===== src/rtl/signal_select_pp.sv =====
// signal_select_pp
//   Serial-to-parallel reorder buffer for the radix-4 FFT front end.
//   Serial samples fill one bank of a ping-pong pair. Once a bank holds a full
//   frame, it is presented as GROUPS parallel words of LANES samples each.
//   Lane j of group g carries frame sample j*GROUPS+g, which is
//   decimation-in-frequency order. The other bank keeps accepting input while
//   this happens.
//
// Ports
//   clk, reset            single clock, synchronous active-high reset
//   in_valid/in_ready     serial input handshake; data_in is a signed sample
//   out_valid/out_ready   parallel output handshake
//   data_out              lane j at bits [j*DATA_W +: DATA_W]; zero when idle
//   q_flag                group index of the current output word
//   out_last              high together with out_valid on the final group
//   in_sop, frame_err     only present when SIGNAL_SELECT_SOP_EN is defined:
//                         in_sop restarts framing mid-frame, and frame_err
//                         pulses for one cycle when that happens
//
// Build option
//   SIGNAL_SELECT_SOP_EN  enables start-of-packet resynchronisation

module signal_select_pp #(
    parameter int DATA_W = 32,
    parameter int N_PTS  = 16,
    parameter int LANES  = 4,
    localparam int GROUPS = N_PTS / LANES,
    localparam int GW     = (GROUPS > 1) ? $clog2(GROUPS) : 1,
    localparam int CW     = $clog2(N_PTS)
) (
    input  logic                    clk,
    input  logic                    reset,
    input  logic                    in_valid,
    output logic                    in_ready,
    input  logic [DATA_W-1:0]       data_in,
    output logic                    out_valid,
    input  logic                    out_ready,
    output logic [LANES*DATA_W-1:0] data_out,
    output logic [GW-1:0]           q_flag,
    output logic                    out_last
`ifdef SIGNAL_SELECT_SOP_EN
    ,
    input  logic                    in_sop,
    output logic                    frame_err
`endif
);

    logic [DATA_W-1:0] bank_q [2][N_PTS];

    logic [1:0]    full_q,   full_d;
    logic          wr_sel_q, wr_sel_d;
    logic [CW-1:0] wr_cnt_q, wr_cnt_d;
    logic          rd_sel_q, rd_sel_d;
    logic [GW-1:0] rd_grp_q, rd_grp_d;

    logic          accept;
    logic          xfer;
    logic          wr_en;
    logic [CW-1:0] wr_idx;

`ifdef SIGNAL_SELECT_SOP_EN
    logic frame_err_q, frame_err_d;
    assign frame_err = frame_err_q;
`endif

    always_comb begin
        in_ready  = !full_q[wr_sel_q];
        out_valid = full_q[rd_sel_q];
        out_last  = out_valid && (rd_grp_q == GW'(GROUPS - 1));
        q_flag    = rd_grp_q;
        accept    = in_valid && in_ready;
        xfer      = out_valid && out_ready;
    end

    // Write and read sides touch different banks: full[x] is only set while
    // it is clear (the write side), and only cleared while it is set (the
    // read side). That is why a single full_d can carry both updates.
    always_comb begin
        full_d   = full_q;
        wr_sel_d = wr_sel_q;
        wr_cnt_d = wr_cnt_q;
        rd_sel_d = rd_sel_q;
        rd_grp_d = rd_grp_q;
        wr_en    = accept && !reset;
        wr_idx   = wr_cnt_q;
`ifdef SIGNAL_SELECT_SOP_EN
        frame_err_d = 1'b0;
`endif

        if (accept) begin
`ifdef SIGNAL_SELECT_SOP_EN
            if (in_sop && (wr_cnt_q != '0)) begin
                // Resync: drop the partial frame and restart at index 0.
                wr_idx      = '0;
                wr_cnt_d    = CW'(1);
                frame_err_d = 1'b1;
            end else
`endif
            if (wr_cnt_q == CW'(N_PTS - 1)) begin
                wr_cnt_d         = '0;
                full_d[wr_sel_q] = 1'b1;
                wr_sel_d         = !wr_sel_q;
            end else begin
                wr_cnt_d = wr_cnt_q + CW'(1);
            end
        end

        if (xfer) begin
            if (rd_grp_q == GW'(GROUPS - 1)) begin
                rd_grp_d         = '0;
                full_d[rd_sel_q] = 1'b0;
                rd_sel_d         = !rd_sel_q;
            end else begin
                rd_grp_d = rd_grp_q + GW'(1);
            end
        end
    end

    always_ff @(posedge clk) begin
        if (reset) begin
            full_q   <= '0;
            wr_sel_q <= 1'b0;
            wr_cnt_q <= '0;
            rd_sel_q <= 1'b0;
            rd_grp_q <= '0;
`ifdef SIGNAL_SELECT_SOP_EN
            frame_err_q <= 1'b0;
`endif
        end else begin
            full_q   <= full_d;
            wr_sel_q <= wr_sel_d;
            wr_cnt_q <= wr_cnt_d;
            rd_sel_q <= rd_sel_d;
            rd_grp_q <= rd_grp_d;
`ifdef SIGNAL_SELECT_SOP_EN
            frame_err_q <= frame_err_d;
`endif
        end
    end

    // Sample storage is never cleared. A bank's contents are only visible
    // while its full flag is set.
    always_ff @(posedge clk) begin
        if (wr_en) begin
            bank_q[wr_sel_q][wr_idx] <= data_in;
        end
    end

    always_comb begin
        data_out = '0;
        if (out_valid) begin
            for (int unsigned j = 0; j < LANES; j++) begin
                data_out[j*DATA_W +: DATA_W] =
                    bank_q[rd_sel_q][CW'(j * GROUPS) + CW'(rd_grp_q)];
            end
        end
    end

endmodule


===== config.mk =====
export PLATFORM = sky130hd
export DESIGN_NAME = signal_select_pp
export DESIGN_NICKNAME = d
export VERILOG_FILES = /design/src/rtl/signal_select_pp.sv
export SDC_FILE = /design/constraint.sdc
export NUM_CORES = 1
export LEC_CHECK = 0
export ABC_AREA = 1
export BUFFER_PORTS_ARGS = -buffer_cell sky130_fd_sc_hd__buf_4
export CAP_MARGIN = 10
export CORE_ASPECT_RATIO = 0.6
export CORE_MARGIN = 3
export CORE_UTILIZATION = 56
export CTS_BUF_LIST = sky130_fd_sc_hd__clkbuf_16
export DETAILED_ROUTE_END_ITERATION = 8
export PLACE_DENSITY_LB_ADDON = 0.25
export SKIP_CTS_REPAIR_TIMING = 1
export SLEW_MARGIN = 20
export SYNTH_ARGS = -nofsm -noshare
export SYNTH_HDL_FRONTEND = slang
export SYNTH_SLANG_ARGS = --single-unit

===== constraint.sdc =====
create_clock -name clk -period 3.85 [get_ports clk]
set_input_delay 0.5775 -clock clk [delete_from_list [all_inputs] [get_ports clk]]
set_output_delay 0.5775 -clock clk [all_outputs]
set_load 0.05 [all_outputs]

==> flow_summary.yaml <==
logic_synthesis:
  syn-cell-area_mm2: 0.04300
  yosys_warnings: 0
  yosysSeqAreaShare: 0.7202
  syn_avg_cell_area_um2: 10.96
  syn_inst: 3922
  synth_cell_types: 22
  ys_ff_latch: 1035
  syn_nets: 3963
sta:
  hold_viol_final: 0
  fin_tns_setup_ns: 0
  rsz0062_at_grt: "false"
  finalClockSkew_ns: 0.02316
  worst_pin_slew_ns: 1.238
  fmax_ghz: 0.2675
  period_minus_slack_ns: 3.739
  fin_crit_sh: 0.9711
  finalSetupViolCount: 0
  final-max-slew-violation-count: 0
  slew_headroom: 0.1748
setup_path:
  path_class: "flip-flop to output port"
  path_max_fanout: 213
  startpoint_type: "flip-flop"
  end_kind: "output port"
  required_ns: 3.27
  reg2regPathDepth: 7
  crit_arrival_ns: 3.16
layout:
  nets: 4082
  drive_above_1_share: 0.09990
  multiInputGateArea_mm2: 0.009625
  fillers: 5738
  post-route-util: 0.6382
  seq_area_mm2: 0.03098
  syn_to_final_growth_pct: 12.54
  layout_commonest_cell: "edfxtp_1"
  stdcell_area_mm2: 0.04839
  layout_common_cells: "edfxtp_1, nor2_1, nand2_1"
pwr:
  total_power_mw: 22.02
  power.internal_mw: 17.66
  switchingPower_mw: 4.361
  combPwrFrac: 0.016
  ir_drop_v: 0.0004525
  leakagePower_nw: 18.16
  seq_power_share: 0.564
  power.density_mw_per_mm2: 455.0
  pwr-share-clk: 0.420
  power.share.switching: 0.1980
global_routing:
  antenna_found_initial: 8
  grt_pass1_wl_um: 165400
  grt_overflow: 0
  grt_max_degree: 214
  grtUsageTotal: 0.2767
  grt_pass1_vias: 26580
outcome:
  status: "complete, no violations"
flow_run:
  drv_cap: 0
clock_tree:
  clk_latency_ns: 0.67
  cts_tree: "built"
  numCtsBuffers: 92
  cts_sinks: 1035
  cts_root_buf: "clkbuf_16"
  cts.clk_slew.worst_paths_ns: 0.06
  htree_levels: 3
  clk_path_buf_depth: 3
drt:
  drcViolationCount: 0
  postRouteAntennaNets: 0
  drt-initial-drc-count: 3860
  finalWirelength_um: 110400
  avgViaCountPerCell: 5.539
  wl_per_cell_um: 21.58
  vias: 28340
  drtPass1Iterations: 5
placement:
  post_dp_cell_area_mm2: 0.04538
  hpwl_um: 57340
  place_congestion: 0.8092
  io_buffer_count: 168
hold_path:
  min_path_type: "input pin to flip-flop"
  hold_path_depth: 2
floorplan:
  die_width_um: 363.7
  dieArea_mm2: 0.08026
  die_h_um: 220.6
  rows: 78
  core-area_mm2: 0.07583
  initial_utilization: 0.5671
  io_pins: 169
==> logic make-up (layout without fill, tap and decap cells) <==
logic type / Yosys count / count (layout) / synth area share
fa+ha+maj: 5 / 5 / 0.001455
buf+inv: 615 / 807 / 0.06003
flops: 1035 / 1035 / 0.7202
simple gates: 1870 / 1870 / 0.1721
other cells: 0 / 3 / 0
compound gates: 397 / 397 / 0.04621
==> through the flow <==
stage | hold WS [ns] | instances | setup slack (ns)
2_1_floorplan | 0.4576 | 3922 | 0.09916
3_3_place_gp | 0.4927 | 4947 | 1.005
3_5_place_dp | 0.5003 | 4947 | 1.018
4_1_cts | 0.1059 | 5114 | 0.2853
5_1_grt | 0.09443 | 5114 | 0.08343
6_report | 0.1330 | 5117 | 0.1112
==> sequential cells by signal, summed over array words and instances (netlist names), named ones only <==
name and count:
wr_cnt_q 4, rd_sel_q 1, q_flag 2, wr_sel_q 1, full_q 2, bank_q 1024
==> cell usage after synthesis <==
library cell	count	area, µm²
edfxtp_1	1024	30750
nor2_1	906	3401
nand2_1	668	2507
inv_1	398	1494
o21ai_0	321	1607
nand3_1	264	1321
clkbuf_1	99	371.6
o21ai_1	67	335.3
buf_2	57	285.3
buf_4	27	202.7
nor3_1	26	130.1
buf_1	19	71.32
buf_6	13	146.4
dfxtp_1	11	220.2
a21oi_1	9	45.04
ha_1	5	62.56
nand4_1	3	18.77
and2_1	1	6.260
inv_2	1	3.750
inv_4	1	6.260
nand3_2	1	10.01
nor2_2	1	6.260
==> final timing paths <==
check	from	end	slack, ns
max reg2reg	wr_sel_q$_SDFFE_PP0P_	bank_q[1][300]$_DFFE_PP_	1.22
max	flip-flop	data_out[18]	0.11
min	reset	wr_cnt_q[2]$_SDFFE_PP0N_	0.13
min reg2reg	full_q[0]$_SDFF_PP0_	full_q[0]$_SDFF_PP0_	0.52
==> per-layer routing <==
layer  track usage  vias up  routed length, µm
met5             0        -                 23
met4       0.06104        4               2407
met3       0.06649      154              12160
met2        0.4152     1376              48530
met1        0.4149    13570              47290
li1              -    13240                  -
==> worst max-delay path: stages, from the launching register on <==
cell and delay, ns:
dfxtp_4 0.48, buf_12 0.45, o21ai_0 0.24, o21ai_0 0.20, nor2_1 0.06, nor2_1 0.29
buf_4 0.27
==> layout make-up <==
class | instances | area share
clock inverters | 74 | 0.01399
well taps | 1000 | 0.02585
inverters | 400 | 0.03139
flip-flops and latches | 1035 | 0.6402
clock buffers | 93 | 0.04809
diodes | 3 | 0.0001551
repair buffers | 240 | 0.04144
multi-input cells | 2272 | 0.1989
==> power by group through the flow <==
| stage | logic, mW | registers, mW | clock network, mW |
|---|---|---|---|
| 2_1_floorplan | 0.0535 | 12.7 | 0 |
| 3_3_place_gp | 0.334 | 12.7 | 0 |
| 3_5_place_dp | 0.343 | 12.7 | 0 |
| 4_1_cts | 0.344 | 12.4 | 9.34 |
| 5_1_grt | 0.372 | 12.4 | 9.80 |
| 6_report | 0.347 | 12.4 | 9.25 |
(Power assumes the default switching activity.)
